$ cat src/rtl/cpu_result_logger.sv
// cpu_result_logger
//   Non-intrusive trace logger for the CPU result bus. While armed (RUN) every
//   new result value is captured as a {timestamp, result} entry into a small
//   circular FIFO, which is drained to a debug/host port over valid/ready.
//
//   Build option: define RESULT_LOG_TIMESTAMP_EN to instantiate the free-running
//   cycle timestamp counter; otherwise the timestamp field reads as zero.
//
// Ports
//   clk        in   system clock, rising edge
//   reset      in   asynchronous active-low reset
//   result     in   CPU result bus, sampled every clk
//   start      in   pulse: IDLE/HALT -> RUN
//   stop       in   pulse: RUN -> HALT (wins over start)
//   clear      in   pulse: flush FIFO, clear flags, -> IDLE (highest priority)
//   out_valid  out  FIFO head valid
//   out_ready  in   consumer accepts head when out_valid & out_ready
//   out_data   out  {timestamp, result} of FIFO head, zero when empty
//   level      out  FIFO occupancy 0..DEPTH
//   overflow   out  sticky: at least one capture dropped
//   drop_count out  dropped captures, saturating at 255
//   state      out  00 IDLE, 01 RUN, 10 HALT
module cpu_result_logger #(
  parameter int unsigned DATA_W = 16,
  parameter int unsigned TS_W   = 16,
  parameter int unsigned DEPTH  = 8
) (
  input  logic                      clk,
  input  logic                      reset,
  input  logic [DATA_W-1:0]         result,
  input  logic                      start,
  input  logic                      stop,
  input  logic                      clear,
  output logic                      out_valid,
  input  logic                      out_ready,
  output logic [TS_W+DATA_W-1:0]    out_data,
  output logic [$clog2(DEPTH):0]    level,
  output logic                      overflow,
  output logic [7:0]                drop_count,
  output logic [1:0]                state
);

  localparam int unsigned PW = $clog2(DEPTH);
  localparam int unsigned LW = PW + 1;
  localparam int unsigned EW = TS_W + DATA_W;

  typedef enum logic [1:0] {
    S_IDLE = 2'b00,
    S_RUN  = 2'b01,
    S_HALT = 2'b10
  } state_e;

  state_e              state_q, state_d;
  logic [PW-1:0]       wptr_q, wptr_d;
  logic [PW-1:0]       rptr_q, rptr_d;
  logic [LW-1:0]       level_q, level_d;
  logic                ovf_q, ovf_d;
  logic [7:0]          drop_q, drop_d;
  logic [DATA_W-1:0]   last_q, last_d;
  logic                last_vld_q, last_vld_d;
  logic                out_valid_q, out_valid_d;
  logic [EW-1:0]       out_data_q, out_data_d;
  logic [EW-1:0]       mem_q [DEPTH];

  logic                capture, pop, full, push, drop, enter_run;
  logic [PW-1:0]       head_ptr;
  logic                head_avail;
  logic [TS_W-1:0]     ts_cur;

`ifdef RESULT_LOG_TIMESTAMP_EN
  logic [TS_W-1:0]     ts_q;

  always_ff @(posedge clk or negedge reset) begin
    if (!reset) ts_q <= '0;
    else        ts_q <= ts_q + TS_W'(1);
  end

  assign ts_cur = ts_q;
`else
  assign ts_cur = '0;
`endif

  // Next state: clear > stop > start
  always_comb begin
    state_d = state_q;
    if (clear) begin
      state_d = S_IDLE;
    end else if (stop) begin
      if (state_q == S_RUN) state_d = S_HALT;
    end else if (start) begin
      if (state_q != S_RUN) state_d = S_RUN;
    end
  end

  always_comb begin
    capture   = (state_q == S_RUN) && (!last_vld_q || (result != last_q));
    pop       = out_valid_q && out_ready;
    full      = (level_q == LW'(DEPTH));
    push      = capture && (!full || pop);
    drop      = capture && full && !pop;
    enter_run = (state_d == S_RUN) && (state_q != S_RUN);

    // The output register presents the head as it stands before this edge's
    // write, so a capture becomes visible one cycle after it is stored. When
    // popping, the next head is the slot after rptr; a same-cycle write to a
    // full FIFO lands in the slot being freed, never in the one read here.
    if (pop) begin
      head_ptr   = rptr_q + PW'(1);
      head_avail = (level_q > LW'(1));
    end else begin
      head_ptr   = rptr_q;
      head_avail = (level_q != '0);
    end

    wptr_d      = wptr_q;
    rptr_d      = rptr_q;
    level_d     = level_q;
    ovf_d       = ovf_q;
    drop_d      = drop_q;
    last_d      = last_q;
    last_vld_d  = last_vld_q;
    out_valid_d = out_valid_q;
    out_data_d  = out_data_q;

    if (clear) begin
      wptr_d      = '0;
      rptr_d      = '0;
      level_d     = '0;
      ovf_d       = 1'b0;
      drop_d      = '0;
      last_vld_d  = 1'b0;
      out_valid_d = 1'b0;
      out_data_d  = '0;
    end else begin
      if (push) wptr_d = wptr_q + PW'(1);
      if (pop)  rptr_d = rptr_q + PW'(1);
      level_d = level_q + LW'(push) - LW'(pop);
      if (drop) begin
        ovf_d = 1'b1;
        if (drop_q != '1) drop_d = drop_q + 8'd1;
      end
      if (capture) begin
        last_d     = result;
        last_vld_d = 1'b1;
      end
      // Never coincides with capture: capture needs RUN now, entry needs not-RUN.
      if (enter_run) last_vld_d = 1'b0;
      out_valid_d = head_avail;
      out_data_d  = head_avail ? mem_q[head_ptr] : '0;
    end
  end

  always_ff @(posedge clk or negedge reset) begin
    if (!reset) begin
      state_q     <= S_IDLE;
      wptr_q      <= '0;
      rptr_q      <= '0;
      level_q     <= '0;
      ovf_q       <= 1'b0;
      drop_q      <= '0;
      last_q      <= '0;
      last_vld_q  <= 1'b0;
      out_valid_q <= 1'b0;
      out_data_q  <= '0;
    end else begin
      state_q     <= state_d;
      wptr_q      <= wptr_d;
      rptr_q      <= rptr_d;
      level_q     <= level_d;
      ovf_q       <= ovf_d;
      drop_q      <= drop_d;
      last_q      <= last_d;
      last_vld_q  <= last_vld_d;
      out_valid_q <= out_valid_d;
      out_data_q  <= out_data_d;
    end
  end

  // Storage needs no reset: entries are only read once the level covers them.
  always_ff @(posedge clk) begin
    if (push && !clear) mem_q[wptr_q] <= {ts_cur, result};
  end

  assign out_valid  = out_valid_q;
  assign out_data   = out_data_q;
  assign level      = level_q;
  assign overflow   = ovf_q;
  assign drop_count = drop_q;
  assign state      = state_q;

endmodule

$ cat config.mk
export PLATFORM = sky130hd
export DESIGN_NAME = cpu_result_logger
export DESIGN_NICKNAME = d
export VERILOG_FILES = /design/src/rtl/cpu_result_logger.sv
export SDC_FILE = /design/constraint.sdc
export NUM_CORES = 1
export LEC_CHECK = 0
export CAP_MARGIN = 20
export CORE_ASPECT_RATIO = 1.4
export CORE_MARGIN = 3
export CORE_UTILIZATION = 43
export DETAILED_ROUTE_END_ITERATION = 6
export DONT_BUFFER_PORTS = 1
export GPL_ROUTABILITY_DRIVEN = 0
export PLACE_DENSITY = 0.58
export SLEW_MARGIN = 0
export SYNTH_ARGS = -nofsm -noshare
export SYNTH_HDL_FRONTEND = slang
export SYNTH_SLANG_ARGS = --single-unit
$ cat constraint.sdc
create_clock -name clk -period 3.6 [get_ports clk]
set_input_delay 0.36 -clock clk [delete_from_list [all_inputs] [get_ports clk]]
set_output_delay 0.36 -clock clk [all_outputs]
set_load 0.03 [all_outputs]
Yosys cells after proc, flatten, opt, wreduce, memory -nomap -nowiden:

Memory sizes are Yosys's and may differ from the RTL's.
Cells that the tools add are included.

* RAM bits: 128
* output and inout port bits: 48
* input bits: 22
* register bits: 71
* logic and storage cells: 68
* memories kept: 1

* $add $sub $neg: 5
* bitwise logic cells: 1
* order comparisons: 1
* reductions and logical operators: 20
* multiplexer cells: 24
* equal/unequal tests: 6

Memories
* mem_q: depth 8, width 16, rd ports 1, clocked after Yosys merged registers in 0, wr ports 1, RTL line 63 `logic [EW-1:0] mem_q [DEPTH];`

Operator list (number)
* 2-to-1 mux 32 bit: 2
* 2-to-1 mux 8 bit: 3
* != test 16 bit: 1
* 2-to-1 mux 3 bit: 4
* 2-to-1 mux 2 bit: 5
* 2-to-1 mux 1 bit: 9
* adder 8 x 1 -> 8 bit, second input constant: 1
* != test 8 bit, second input constant: 1
* logical AND 1 bit: 7
* adder 3 x 1 -> 3 bit, second input constant: 2
* nonzero test 2 bit: 3
* adder 4 x 1 -> 4 bit: 1
* equality test 2 x 1 -> 1 bit, second input constant: 2
* equality test 4 bit, second input constant: 1
* > comparator 4 x 1 -> 1 bit, second input constant: 1
* zero test 1 bit: 4
* 2-to-1 mux 4 bit: 1
* AND reduction 2 bit: 2
* nonzero test 4 bit: 1
* subtractor 4 x 1 -> 4 bit: 1
* nonzero test 3 bit: 1
* logical OR 1 bit: 2
* != test 2 x 1 -> 1 bit, second input constant: 1
* NOT 1 bit: 1

Logic depth before layout (Yosys ltp):

Gate-level depths: netlist (run 1).

* depth in word-level cells: 9
* gate-level depth with buffers: 12
* mapped depth without buffers: 11

Worst setup path before layout (run 1):

No wires, ideal clock.

* kind: register -> register
* start point: register state_q[1] (netlist: state[1])
* end point: memory mem_q[1][0] (netlist bit), enable pin
* stages on the path, launching flop included: 5
* slack: 107 ps
* period minus slack after synthesis: 3493 ps
* arrival time: 3057 ps
* library setup time: 436 ps
* cells stage by stage: dfrtp_1 > nand2b_1 > a21oi_1 > nand2_1 > nor4b_1

* cells in the longest elaborated chain, start to end: 6

Ends and longest elaborated chain
* start: declaration: RTL line 53 `state_e state_q, state_d;`
* start signal: assignment: RTL line 166 `state_q <= state_d;`
* equality test 2 x 1 -> 1 bit: RTL line 96 `capture = (state_q == S_RUN) && (!last_vld_q || (result != last_q));`
* logical AND 1 bit: RTL line 96
* logical AND 1 bit: RTL line 99 `push = capture && (!full || pop);`
* logical AND 1 bit: RTL line 181 `if (push && !clear) mem_q[wptr_q] <= {ts_cur, result};`
* 2-to-1 mux 1 bit: RTL line 181
* 2-to-1 mux 1 bit (implied by the code): RTL line 181
* end: declaration: RTL line 63

Every way passes these cells.

Final worst setup path (run 1):

* start point: register last_q[5]
* end point: register level_q[2] (netlist: level[2])

* cells in the longest elaborated chain, start to end: 7

Ends and longest elaborated chain
* start: declaration: RTL line 59 `logic [DATA_W-1:0] last_q, last_d;`
* start signal: assignment: RTL line 172 `last_q <= last_d;`
* != test 16 bit: RTL line 96
* logical OR 1 bit: RTL line 96
* logical AND 1 bit: RTL line 96
* logical AND 1 bit: RTL line 99
* adder 4 x 1 -> 4 bit: RTL line 137 `level_d = level_q + LW'(push) - LW'(pop);`
* subtractor 4 x 1 -> 4 bit: RTL line 137
* 2-to-1 mux 4 bit: RTL line 125 `if (clear) begin`
* named net level_d[2]: RTL line 56 `logic [LW-1:0] level_q, level_d;`
* end signal: assignment: RTL line 169 `level_q <= level_d;`
* end: declaration: RTL line 56

The timed path passes the listed nets, and every way through them passes these cells.
A chain may end at the register's enable or synchronous reset.

==> impl_metrics.tcl, run 1 <==
set metrics [dict create \
    status "completed" \
    synth_top_area_share 0.5031 \
    cts_buffers 17 \
    worstMarginPinSlew_ns 0.7162 \
    cp.depth 11 \
    vias 3795 \
    critical_path_arrival_ns 3.17 \
    place_hpwl_mm 8.393 \
    synth_flop_cell "edfxtp_1" \
    hp-class "input pin to register" \
    multi_input_area_sq_mm 0.002260 \
    power_mw 5.455 \
    initial_core_util 0.4390 \
    maxSlewHeadroom 0.5225 \
    critical_path_required_ns 3.89 \
    clockBufferDepth 2 \
    drc 0 \
    antenna_found_initial 0 \
    path_delay_family "simple AND/OR/NAND/NOR gates" \
    met1_usage 0.1824 \
    core_sq_mm 0.01740 \
    worstReg2RegStart "last_q[5]" \
    drv_cap 0 \
    r2r_slack_ns 0.72 \
    cts-root-buf "clkbuf_16" \
    cts_num_sinks 183 \
    die-width_microns 118.7 \
    cts_setup_buffers 0 \
    grt_pass1_vias 3886 \
    r2r_cells 11 \
    n_antenna_cell 0 \
    ir_worst_vdd_mv 0.3175 \
    yosysWarningCount 0 \
    setup_viol 0 \
    cts_tree "yes" \
    fin_crit_ns 2.880 \
    rows 57 \
    fin_crit_sh 0.8001 \
    grt_pass1_wl_mm 22.16 \
    rsz0062_at_grt "no" \
    ys_seq_area_frac 0.6833 \
    drive_gt1_frac 0.1850 \
    io_buffers 0 \
    met3_usage 0.04960 \
    hold_viol_final 0 \
    synth_area_leaders "edfxtp_1 50%, dfrtp_1 18%, mux2i_1 8.5%" \
    cts_htree_levels 4 \
    num-nets-final 527 \
    tns_ns 0 \
    yosys.cell_count.top_type "edfxtp_1" \
    worst-path-buf-inv 1 \
    grt_max_degree 65 \
    dp_slack_ns 0.7730 \
    crit_end "level[2]" \
    p_leak_nw 3.432 \
    syn_to_final_growth_pct 13.41 \
    criticalPathCategory "register to register" \
    fillCellCount 1466 \
    path_cells "xnor2_1, nand4_1, nor4_1, a21o_1, nand3_1, nand2_1, ha_1, inv_1, fa_1, xor2_1, nor2_1" \
    clk_pin_slew_ns 0.07 \
    syn-cell-area_sq_mm 0.007640 \
    track_usage 0.1556 \
    synth_cell_types 42 \
    die_area_sq_mm 0.01943 \
    die_h_microns 163.7 \
    slew_violations 0 \
    ff_latch_area_sq_mm 0.005220 \
    synth-seq-cells 183 \
    ios 70 \
    crit_fanout 12 \
    synth_top_area_cell "edfxtp_1" \
    fmax_mhz 347.2 \
    use_met2 0.2691 \
    insertion_delay_ns 0.42 \
    reg2reg_to "level[2]" \
    vias_per_cell 5.101 \
    syn_inst 471 \
    cp-startpoint "last_q[5]" \
    async_flop_share 0.3005 \
    min_from "result[0]" \
    powerDensity_mw_per_mm2 629.6 \
    fin_ws_ns 0.7196 \
    worst_path_largest_cell_delay_ns 0.51 \
    wire_per_inst_microns 19.48 \
    drt_first_pass_iters 4 \
    avgSynthCellArea_sq_um 16.22 \
    fin_worst_skew_ns 0.009697 \
    critical-path-slowest-cell "nor4_1" \
    synth-edff-count 128 \
    cp-end-kind "register" \
    routed_wirelength_mm 14.49 \
    ant_nets 0 \
    gr-max-usage-layer "met2" \
    cp-start-kind "register" \
    drt_iter0_markers 168 \
    grt_overflow_total 0 \
    netlist_top_cells_count "128 x edfxtp_1, 65 x mux2i_1, 55 x dfrtp_1" \
]
[flip-flops by register name (all words and copies together) (netlist names)]
signal and cells:
mem_q 128, overflow 1, last_vld_q 1, rptr_q 3, out_data 16, drop_count 8, state 2, level 4
out_valid 1, last_q 16, wptr_q 3
[layout make-up]
class                   count  area share
clock buffers              17     0.04910
well taps                 236     0.03408
inverters                   9    0.003899
repair buffers             25     0.02859
clock inverters            14     0.02108
multi-input cells         260      0.2608
flip-flops and latches    183      0.6025
[metal layers]
layer  vias up  wire length (microns)
met3        17                    623
met4         0                    227
met2        89                   7790
met1      1920                   5852
li1       1769                      -
met5         -                      0
[power by group]
part	total, mW	internal, mW	switching, mW
clock network	1.90	1.15	0.751
logic	0.934	0.463	0.471
registers	2.62	2.39	0.232
[worst min-delay path by stage]
stage	slack (ns)	depth (start not counted)	endpoint
detailed placement	0.07	0	out_data[12]
floorplan	0.06	0	drop_count[0]
global route	-0.00005	0	mem_q[7][5]
finish	0.03	0	mem_q[3][0]
global placement	0.07	0	out_data[12]
CTS	0.007	0	mem_q[2][0]
[cells in the final DEF, fill, tap and decap left out, drive strengths merged, types with 2 or more instances in the layout]
master	Yosys	final
a21o	2	2
a21oi	11	11
buf	29	14
bufinv	0	4
clkbuf	5	17
clkinv	0	7
clkinvlp	0	2
conb	1	16
dfrtp	55	55
dlygate4sd3	0	11
edfxtp	128	128
ha	8	8
inv	9	10
mux2	20	20
mux2i	66	66
mux4	16	16
nand2	12	12
nand2b	3	3
nand3	11	11
nand4	3	3
nor2	35	35
nor2b	6	6
nor3	6	6
nor4	2	2
o21ai	7	7
o31ai	2	2
or2	2	2
or3	2	2
or4	2	2
xnor2	17	17
xor2	3	3
[cells by family after synthesis]
group	after synthesis	synth area share
flip-flops	183	0.6833
multiplexers	102	0.1636
AND/OR/NAND/NOR	89	0.05830
buffers and inverters	43	0.03717
AO/OA/AOI/OAI	24	0.01851
XOR/XNOR	20	0.02293
adder cells (fa/ha/maj)	9	0.01572
other	1	0.0004908
[stage by stage]
stage / util / cells / hold WS [ns] / area, sq um
CTS: 0.4927 / 735 / 0.006681 / 8574
detailed placement: 0.4551 / 701 / 0.06710 / 7919
floorplan: - / 486 / 0.06441 / 7696
global placement: 0.4551 / 701 / 0.06707 / 7919
global route: 0.4979 / 744 / -0.00004730 / 8665
finish: 0.4979 / 744 / 0.02993 / 8665
[what timing repair did]
| item | in CTS | in global routing |
|---|---|---|
| setup endpoints to repair | 0 | 0 |
| hold buffers | 3 | 9 |
| resized for setup | 0 | 0 |
| endpoints found under the hold margin | 71 | 30 |
Note: power is estimated with default switching activity, not from simulation.
==> run 2, diff against run 1 <==
==> constraint.sdc (replaced) <==
create_clock -name clk -period 2.5 [get_ports clk]
set_input_delay 0.25 -clock clk [delete_from_list [all_inputs] [get_ports clk]]
set_output_delay 0.25 -clock clk [all_outputs]
set_load 0.03 [all_outputs]
==> impl_metrics.tcl, run 2 (synthesis gave the netlist of run 1 again) <==
set metrics [dict create \
    layout_commonest_cell "edfxtp_1" \
    r2r_slack_ns 0.10 \
    drive_gt1_frac 0.2318 \
    finalInstanceArea_sq_mm 0.009205 \
    grt_max_degree 56 \
    slew_violations 0 \
    fin_worst_skew_ns 0.01107 \
    hp-class "input pin to register" \
    grt_pass1_vias 4035 \
    power.share.combinational 0.203 \
    initial_core_util 0.4390 \
    met1_usage 0.1948 \
    swShare 0.2762 \
    fin_crit_ns 2.397 \
    p_leak_nw 3.673 \
    syn_to_final_growth_pct 20.49 \
    ios 70 \
    largest_register_ffs 128 \
    p_clk_frac 0.335 \
    power_mw 7.980 \
    cp-end-kind "register" \
    fmax_mhz 417.2 \
    cp-start-kind "register" \
    placed_cell_area_sq_mm 0.008182 \
    antenna_found_initial 1 \
    status "completed" \
    cts_buffers 17 \
    powerDensity_mw_per_mm2 866.9 \
    clk_pin_slew_ns 0.07 \
    routed_wirelength_mm 15.48 \
    fin_crit_sh 0.9589 \
    drt_iter0_markers 202 \
    worstReg2RegStart "last_q[1]" \
    criticalPathCategory "register to register" \
    cts_htree_levels 4 \
    maxSlewHeadroom 0.5960 \
    dp.cells 717 \
    setup_viol 0 \
    track_usage 0.1677 \
    critical_path_arrival_ns 2.75 \
    cts_tree "yes" \
    grt_pass1_wl_mm 23.89 \
    crit_fanout 3 \
    fin_cells 785 \
    vias_per_cell 5.103 \
    rows 57 \
    p_seq_frac 0.462 \
    vias 4006 \
    r2r_cells 12 \
    drt_first_pass_iters 4 \
    regMostFlops "mem_q" \
    wire_per_inst_microns 19.72 \
    mostFrequentLayoutCells "128 x edfxtp_1, 65 x mux2i_1, 55 x dfrtp_1, 35 x nor2_1, 31 x dlygate4sd3_1" \
    num-nets-final 566 \
    die_h_microns 163.7 \
    gr-max-usage-layer "met2" \
    drc 0 \
    io_buffers 0 \
    p_int_mw 5.775 \
    met3_usage 0.04788 \
    cp-startpoint "last_q[1]" \
    die-width_microns 118.7 \
    ant_nets 0 \
    clockBufferDepth 2 \
    place_hpwl_mm 8.680 \
    p_switching_mw 2.204 \
    drv_cap 0 \
    cts_num_sinks 183 \
    insertion_delay_ns 0.43 \
    worstMarginPinSlew_ns 0.6059 \
    die_area_sq_mm 0.01943 \
    crit_end "level[2]" \
    tns_ns 0 \
    critical_path_required_ns 2.85 \
    grt_overflow_total 0 \
    use_met2 0.3001 \
    cts-root-buf "clkbuf_16" \
    rsz0062_at_grt "yes" \
    core_sq_mm 0.01740 \
    hold_viol_final 0 \
    reg2reg_to "level[2]" \
    ir_worst_vdd_mv 0.7068 \
    whs_ns 0.06928 \
]
run 2: worst min path at each step:
stage	cells past startpoint	endpoint	startpoint
2_1_floorplan	0	drop_count[0]	reset
3_3_place_gp	0	out_data[12]	reset
3_5_place_dp	0	out_data[13]	reset
4_1_cts	2	drop_count[0]	clear
5_1_grt	2	wptr_q[2]	clear
6_report	2	drop_count[4]	clear
run 2: layout make-up:
| cell class | count | area, sq um |
|---|---|---|
| Fill cell | 1441 | 8197 |
| Clock buffer | 21 | 460.4 |
| Inverter | 9 | 33.78 |
| Timing Repair Buffer | 64 | 719.4 |
| Multi-Input combinational cell | 260 | 2336 |
| Antenna cell | 1 | 2.502 |
| Sequential cell | 183 | 5220 |
| Clock inverter | 11 | 137.6 |
| Tap cell | 236 | 295.3 |
run 2: per-stage QoR:
stage / worst slack (ns) / util
4_1_cts: 0.005296 / 0.5239
5_1_grt: -0.03036 / 0.5290
6_report: 0.1028 / 0.5290
3_5_place_dp: 0.03509 / 0.4702
3_3_place_gp: 0.05579 / 0.4702
2_1_floorplan: -0.4164 / -
run 2: worst max-delay path, stage by stage (launching register included):
cell and delay [ns]:
dfrtp_1 0.39, xnor2_1 0.16, nand4_1 0.12, nor4_2 0.34, buf_4 0.18, a21o_1 0.16
nand3_2 0.11, nand2_2 0.09, ha_4 0.12, inv_1 0.05, fa_2 0.35, xor2_1 0.16
nor2_1 0.11
run 2: power groups by stage:
stage / clock [mW] / combinational [mW] / sequential (mW)
final: 2.67 / 1.62 / 3.69
after global placement: 0 / 1.47 / 3.75
after floorplan: 0 / 1.17 / 3.80
after global routing: 2.87 / 1.76 / 3.71
after CTS: 2.74 / 1.59 / 3.69
after detailed placement: 0 / 1.49 / 3.76
run 2: what timing repair did:
action | CTS | global route
hold buffers | 32 | 1
gates resized for setup | 0 | 15
buffers inserted | 0 | 3
setup endpoints to repair | 0 | 8
hold endpoints to repair | 216 | 1
run 2: per-layer routing:
layer,wire length [microns],part of all wire
met1,5895,0.38
met2,8523,0.55
met3,868,0.056
met4,190,0.012
met5,0,0
==> patch 1: new RTL, flow settings as in run 2 <==
The parameter `TS_W` goes from 16 to 18.
--- a/src/rtl/cpu_result_logger.sv
+++ b/src/rtl/cpu_result_logger.sv
@@ -22,7 +22,7 @@
 //   state      out  00 IDLE, 01 RUN, 10 HALT
 module cpu_result_logger #(
   parameter int unsigned DATA_W = 16,
-  parameter int unsigned TS_W   = 16,
+  parameter int unsigned TS_W   = 18,
   parameter int unsigned DEPTH  = 8
 ) (
   input  logic                      clk,
Ports: changed (resized out_data); port bits go from 70 to 72. The function was not compared with the original's and may differ.
==> patch 1 against run 2 <==
- the flow now finishes with violations (negative hold slack)
- non-clock buffer count fell by 9
- sequential cell count is the same
- synthesized area up 0.20%
- hold slack got worse by 0.19 ns
- design area is 0.87% lower
- count of clock-buffer cells in the layout shrank 2
- worst setup slack better by 0.00057 ns
- power rose by 1.1%
- routed wire length is 2.7% lower
- die area rose by 0.19%
==> patch 1: results (changes against run 2) <==
Route
The met3 wire length is 826 µm (-4.8%). The top layer used by detailed routing is met4. The via total after detailed routing is 3942 (-1.6%). The wire length per cell after detailed routing is 19.4 µm (-1.5%). The met2 wire length came to 8.08 mm (-5.2%).

The initial DRC count is 265 (+31%). The length of routed wiring on met1 is 5.93 mm (+0.61%).

STA
The number of hold-slack violations in the final timing report is 6 (+6). The pin slew with the least headroom to its limit was 0.523 ns (-0.0825 ns). The worst clock skew on the final layout is 0.00901 ns (-0.00206 ns). The minimum hold slack came to -0.116 ns (-0.186 ns).

Clock tree
The clock buffer count from CTS is 17 (unchanged). The clock slew at the register clock pins of the worst setup and hold paths is 0.07 ns (about the same). The total number of H-tree levels was 4 (unchanged).

The number of buffers on the longest clock path is 2 (unchanged). Clock latency on the worst-skew pair, taken at its later pin, is 0.42 ns.

Global routing
The first-pass GRT wire length is 23.1 mm (-3.5%). The global-route track usage on met2 is 0.293 (-0.00724). The via count of the first global-routing pass is 4072 (+0.92%). The routing layer with the top usage in global route is met2. The largest net degree at the start of global routing came to 56 (unchanged). The initial antenna violation count is 0 (-1). The routing usage on met1 is 0.187 (-0.00820). The total routing usage reported by global routing was 0.162 (-0.00533).

The met3 usage was 0.0444 (-0.00344).

Final layout
The number of fill cells in the layout is 1432 (-0.62%). The number of antenna diodes was 0 (-1). The number of nets at the end of the flow is 559 (-1.2%).

The number of flip-flops under the largest register name is 128 (unchanged). The share of final-layout standard cells stronger than drive strength 1 is 0.206 (-0.0258). Ranked by flip-flop count, first place goes to mem_q.

Yosys
The fraction of the yosys area taken by sequential cells is 0.682 (-0.00134). Counting instances in the post-synthesis netlist gives the leading cell types as edfxtp_1 (128), mux2i_1 (65), dfrtp_1 (55). The number of synthesized flops with an enable pin is 128 (unchanged).

The post-synthesis async set-or-reset flop share is 0.301 (unchanged). The number of distinct standard cells referenced by the synthesized netlist was 42 (unchanged). By area the synthesized netlist is led by edfxtp_1 (50%), dfrtp_1 (18%), mux2i_1 (8.5%).

Pwr
The peak supply drop is 0.390 mV (-45%). The leakage dissipation came to 0.00366 µW (-0.38%).

Status
The checks that failed: negative hold slack. The flow ran to the end, but the final reports show violations.

Setup path
The biggest cell delay along the critical path came to 0.56 ns (+0.17 ns). The critical path arrival was 2.76 ns (about the same). The largest fanout on the critical path is 11 (+8). Among all stages on the critical path, the largest delay is contributed by dlygate4sd3_1.

Across all register-to-register paths, the minimum setup slack is 0.10 ns.

Placed design
The placed wire-length estimate is 8.55 mm (-1.5%). The count of port buffers added during placement is 0 (unchanged).

Hold path
The class of the tightest hold or removal check is input port to flop.
patch 1: cell types whose count changed after synthesis, sizes merged:
cell	delta
buf	+2
patch 1: power breakdown:
part           switching, µW  internal [µW]  total, µW
sequential               270           3440       3710
clock                   1060           1750       2810
combinational            797            755       1550
patch 1: kinds of logic after synthesis:
kind of cell    Yosys count  synth area share
flops                   183             0.682
compound gates           24            0.0185
other cells               1          0.000490
buf+inv                  45            0.0391
xor+xnor                 20            0.0229
fa+ha+maj                 9            0.0157
mux                     102             0.163
simple gates             89            0.0582
patch 1: path summary, 6_finish.rpt:
path / from / to / cells past startpoint
max reg2reg: state[1] / drop_count[3] / 6
max in group asynchronous: reset / state[1] / 2
min reg2reg: last_q[2] / last_q[2] / 1
max: state[1] / drop_count[3] / 6
min in group asynchronous: reset / drop_count[2] / 2
min: clear / drop_count[7] / 1
patch 1: what timing repair did:
item	4_1_cts	5_1_grt
hold endpoints to repair	216	7
setup endpoints to repair	0	5
gates resized for setup	0	7
hold buffers	28	1
patch 1: cell type report:
type / instances / share of cell area
timing repair buffer: 55 / 0.0702
tap: 236 / 0.0324
multi-input combinational: 262 / 0.254
clock buffer: 19 / 0.0474
clock inverter: 11 / 0.0199
sequential: 183 / 0.572
inverter: 9 / 0.00370
patch 1: through the flow:
step           setup TNS [ns]  cell area [µm²]  setup WS (ns)  std cells   util
6_report                    0             9130          0.103        775  0.524
5_1_grt              -0.00238             9130       -0.00238        775  0.524
4_1_cts                     0             9080        0.00612        774  0.522
3_5_place_dp                0             8170        0.00756        716  0.469
3_3_place_gp                0             8170         0.0776        716  0.469
2_1_floorplan          -20.31             7740         -0.416        490      -
==> patch 2: new RTL, config.mk and constraints of run 2 <==
Made on the original files. `out_data_q` no longer has a reset.
--- a/src/rtl/cpu_result_logger.sv
+++ b/src/rtl/cpu_result_logger.sv
@@ -161,7 +161,6 @@
       last_q      <= '0;
       last_vld_q  <= 1'b0;
       out_valid_q <= 1'b0;
-      out_data_q  <= '0;
     end else begin
       state_q     <= state_d;
       wptr_q      <= wptr_d;
@@ -172,8 +171,11 @@
       last_q      <= last_d;
       last_vld_q  <= last_vld_d;
       out_valid_q <= out_valid_d;
-      out_data_q  <= out_data_d;
     end
+  end
+
+  always_ff @(posedge clk) begin
+    out_data_q <= out_data_d;
   end
 
   // Storage needs no reset: entries are only read once the level covers them.
Check against the original RTL: differs if reset is asserted again (counterexample within 4 cycles, from zero or initial values and one cycle with reset low); with reset held inactive, the same outputs for 4 cycles.
==> patch 2 against run 2 <==
- the run now ends with negative hold slack left
- cell count grew 1.5%
- sequential cell count is the same
- clock skew shrank 0.0022 ns
- routed wire length grew 1.4%
- worst setup slack lost 0.062 ns
- design area is essentially flat
- synthesized area grew 0.26%
- power grew 1.6%
- critical path depth is the same
- critical endpoint is now level[1]
==> patch 2: results (changes against run 2) <==
Setup path
The setup slack of the most critical reg-to-reg path is 0.04 ns (-0.06 ns). The worst register-to-register path begins at last_q[13]. The critical path arrival was 2.82 ns (+0.07 ns). The most critical setup path has its endpoint at level[1]. The slowest stage of the critical path belongs to the cell fa_2. The biggest cell delay along the critical path is 0.41 ns (+0.02 ns). The largest fanout on the critical path is 2 (-1).

Yosys
The number of distinct standard cells referenced by the synthesized netlist is 49 (+17%). Sorting the synthesized cells by area gives the leading types as edfxtp_1 (50%), dfrtp_1 (13%), mux2i_1 (8.6%). The average footprint of a synthesized cell came to 16.1 µm² (-0.79%). The post-synthesis async set-or-reset flop share is 0.213 (-0.0874). The fraction of the yosys area taken by sequential cells is 0.671 (-0.0122). By count the netlist is led by edfxtp_1 (128), mux2i_1 (66), dfrtp_1 (39).

Route
The via-per-instance ratio is 5.12 (+0.31%). The total length of routed wires came to 15.7 mm (+1.4%). The met2 wire length is 8.62 mm (+1.2%). The met3 wire length is 514 µm (-41%).

The number of iterations in the first detailed-routing pass is 4 (unchanged). The initial DRC count is 178 (-12%). The length of routed wiring on met1 is 6.29 mm (+6.7%).

Final layout
The count of placed standard cells in the final layout, fillers left out is 797 (+1.5%). The number of non-clock inverters in the layout came to 10 (+1). The non-clock buffer area fraction after layout is 0.0752 (-0.00292). The number of nets at the end of the flow is 579 (+2.3%).

The register fraction of the total cell area came to 0.558 (-0.00915). The number of clock buffers in the layout is 20 (-4.8%). The portion of the layout cell area used by clock cells is 0.0648 (-0.000189). The total number of sequential cells is 183 (unchanged).

The share of final-layout standard cells stronger than drive strength 1 is 0.253 (+0.0214). The total number of multi-input combinational cells was 261 (+0.38%). The fraction of area in multi-input gates was 0.266 (+0.0122). The utilization after layout came to 0.529 (about the same). The count of buffers not belonging to the clock network in the layout is 75 (+17%).

Placed design
The placed cell count is 731 (+2.0%). The cell area after placement is 0.00824 mm² (+0.66%). The worst-case setup slack after placement is -0.110 ns (-0.145 ns). The placed wire-length estimate is 9.47 mm (+9.1%).

STA
The worst clock skew on the final layout came to 0.00885 ns (-0.00221 ns). The worst slew slack as a fraction of its limit is 0.659 (+0.0627). The number of hold-slack violations in the final timing report came to 6 (+6). The minimum clock period after layout is 2.46 ns (+0.0620 ns).

The minimum hold slack came to -0.123 ns (-0.193 ns).

Pwr
The leakage dissipation is 0.00367 µW (-0.21%).

Hold path
The worst hold path stage count is 1 (-1). The worst hold path terminates at drop_count[7].

Global routing
The global-route track usage on met2 came to 0.309 (+0.00931). The initial antenna violation count was 0 (-1). The total routing usage reported by global routing came to 0.170 (+0.00273).

The via count of the first global-routing pass came to 4203 (+4.2%). The first-pass GRT wire length is 24.5 mm (+2.6%). The met3 usage is 0.0400 (-0.00792). The largest net degree at the start of global routing is 45 (-20%).

The routing usage on met1 is 0.196 (+0.00156).

Status
The checks that failed: negative hold slack. The run finished, with violations left.

Clock tree
The hold buffer count at CTS came to 25 (-22%).
-- patch 2: cell types whose count changed in the layout (fill, tap and decap cells not counted), sizes merged, moves of 7 or more --
cell,delta
xnor2,-9
dfrtp,-16
nor4,+10
dlygate4sd3,-7
buf,+18
dfxtp,+16
xor2,+9
-- patch 2: power by group --
group	leakage (µW)	total, µW	internal, µW	switching [µW]
clock	0.000284	2690	1540	1150
combinational	0.00159	1730	840	886
sequential	0.00179	3700	3440	254
-- patch 2: kinds of logic after synthesis --
family,Yosys count,share of synthesized area
AOI/OAI and AO/OA,17,0.0158
xor gates and xnor gates,20,0.0238
adders and majority gates,9,0.0157
buffers and inverters,47,0.0407
DFF,183,0.671
muxes,105,0.168
other,1,0.000490
and+or+nand+nor,94,0.0640
-- patch 2: repair_timing --
item,4_1_cts,5_1_grt
endpoints found under the hold margin,196,6
gates cloned,0,0
gates resized for setup,9,3
setup endpoints to repair,9,30
setup buffers,3,6
pin swaps,14,5
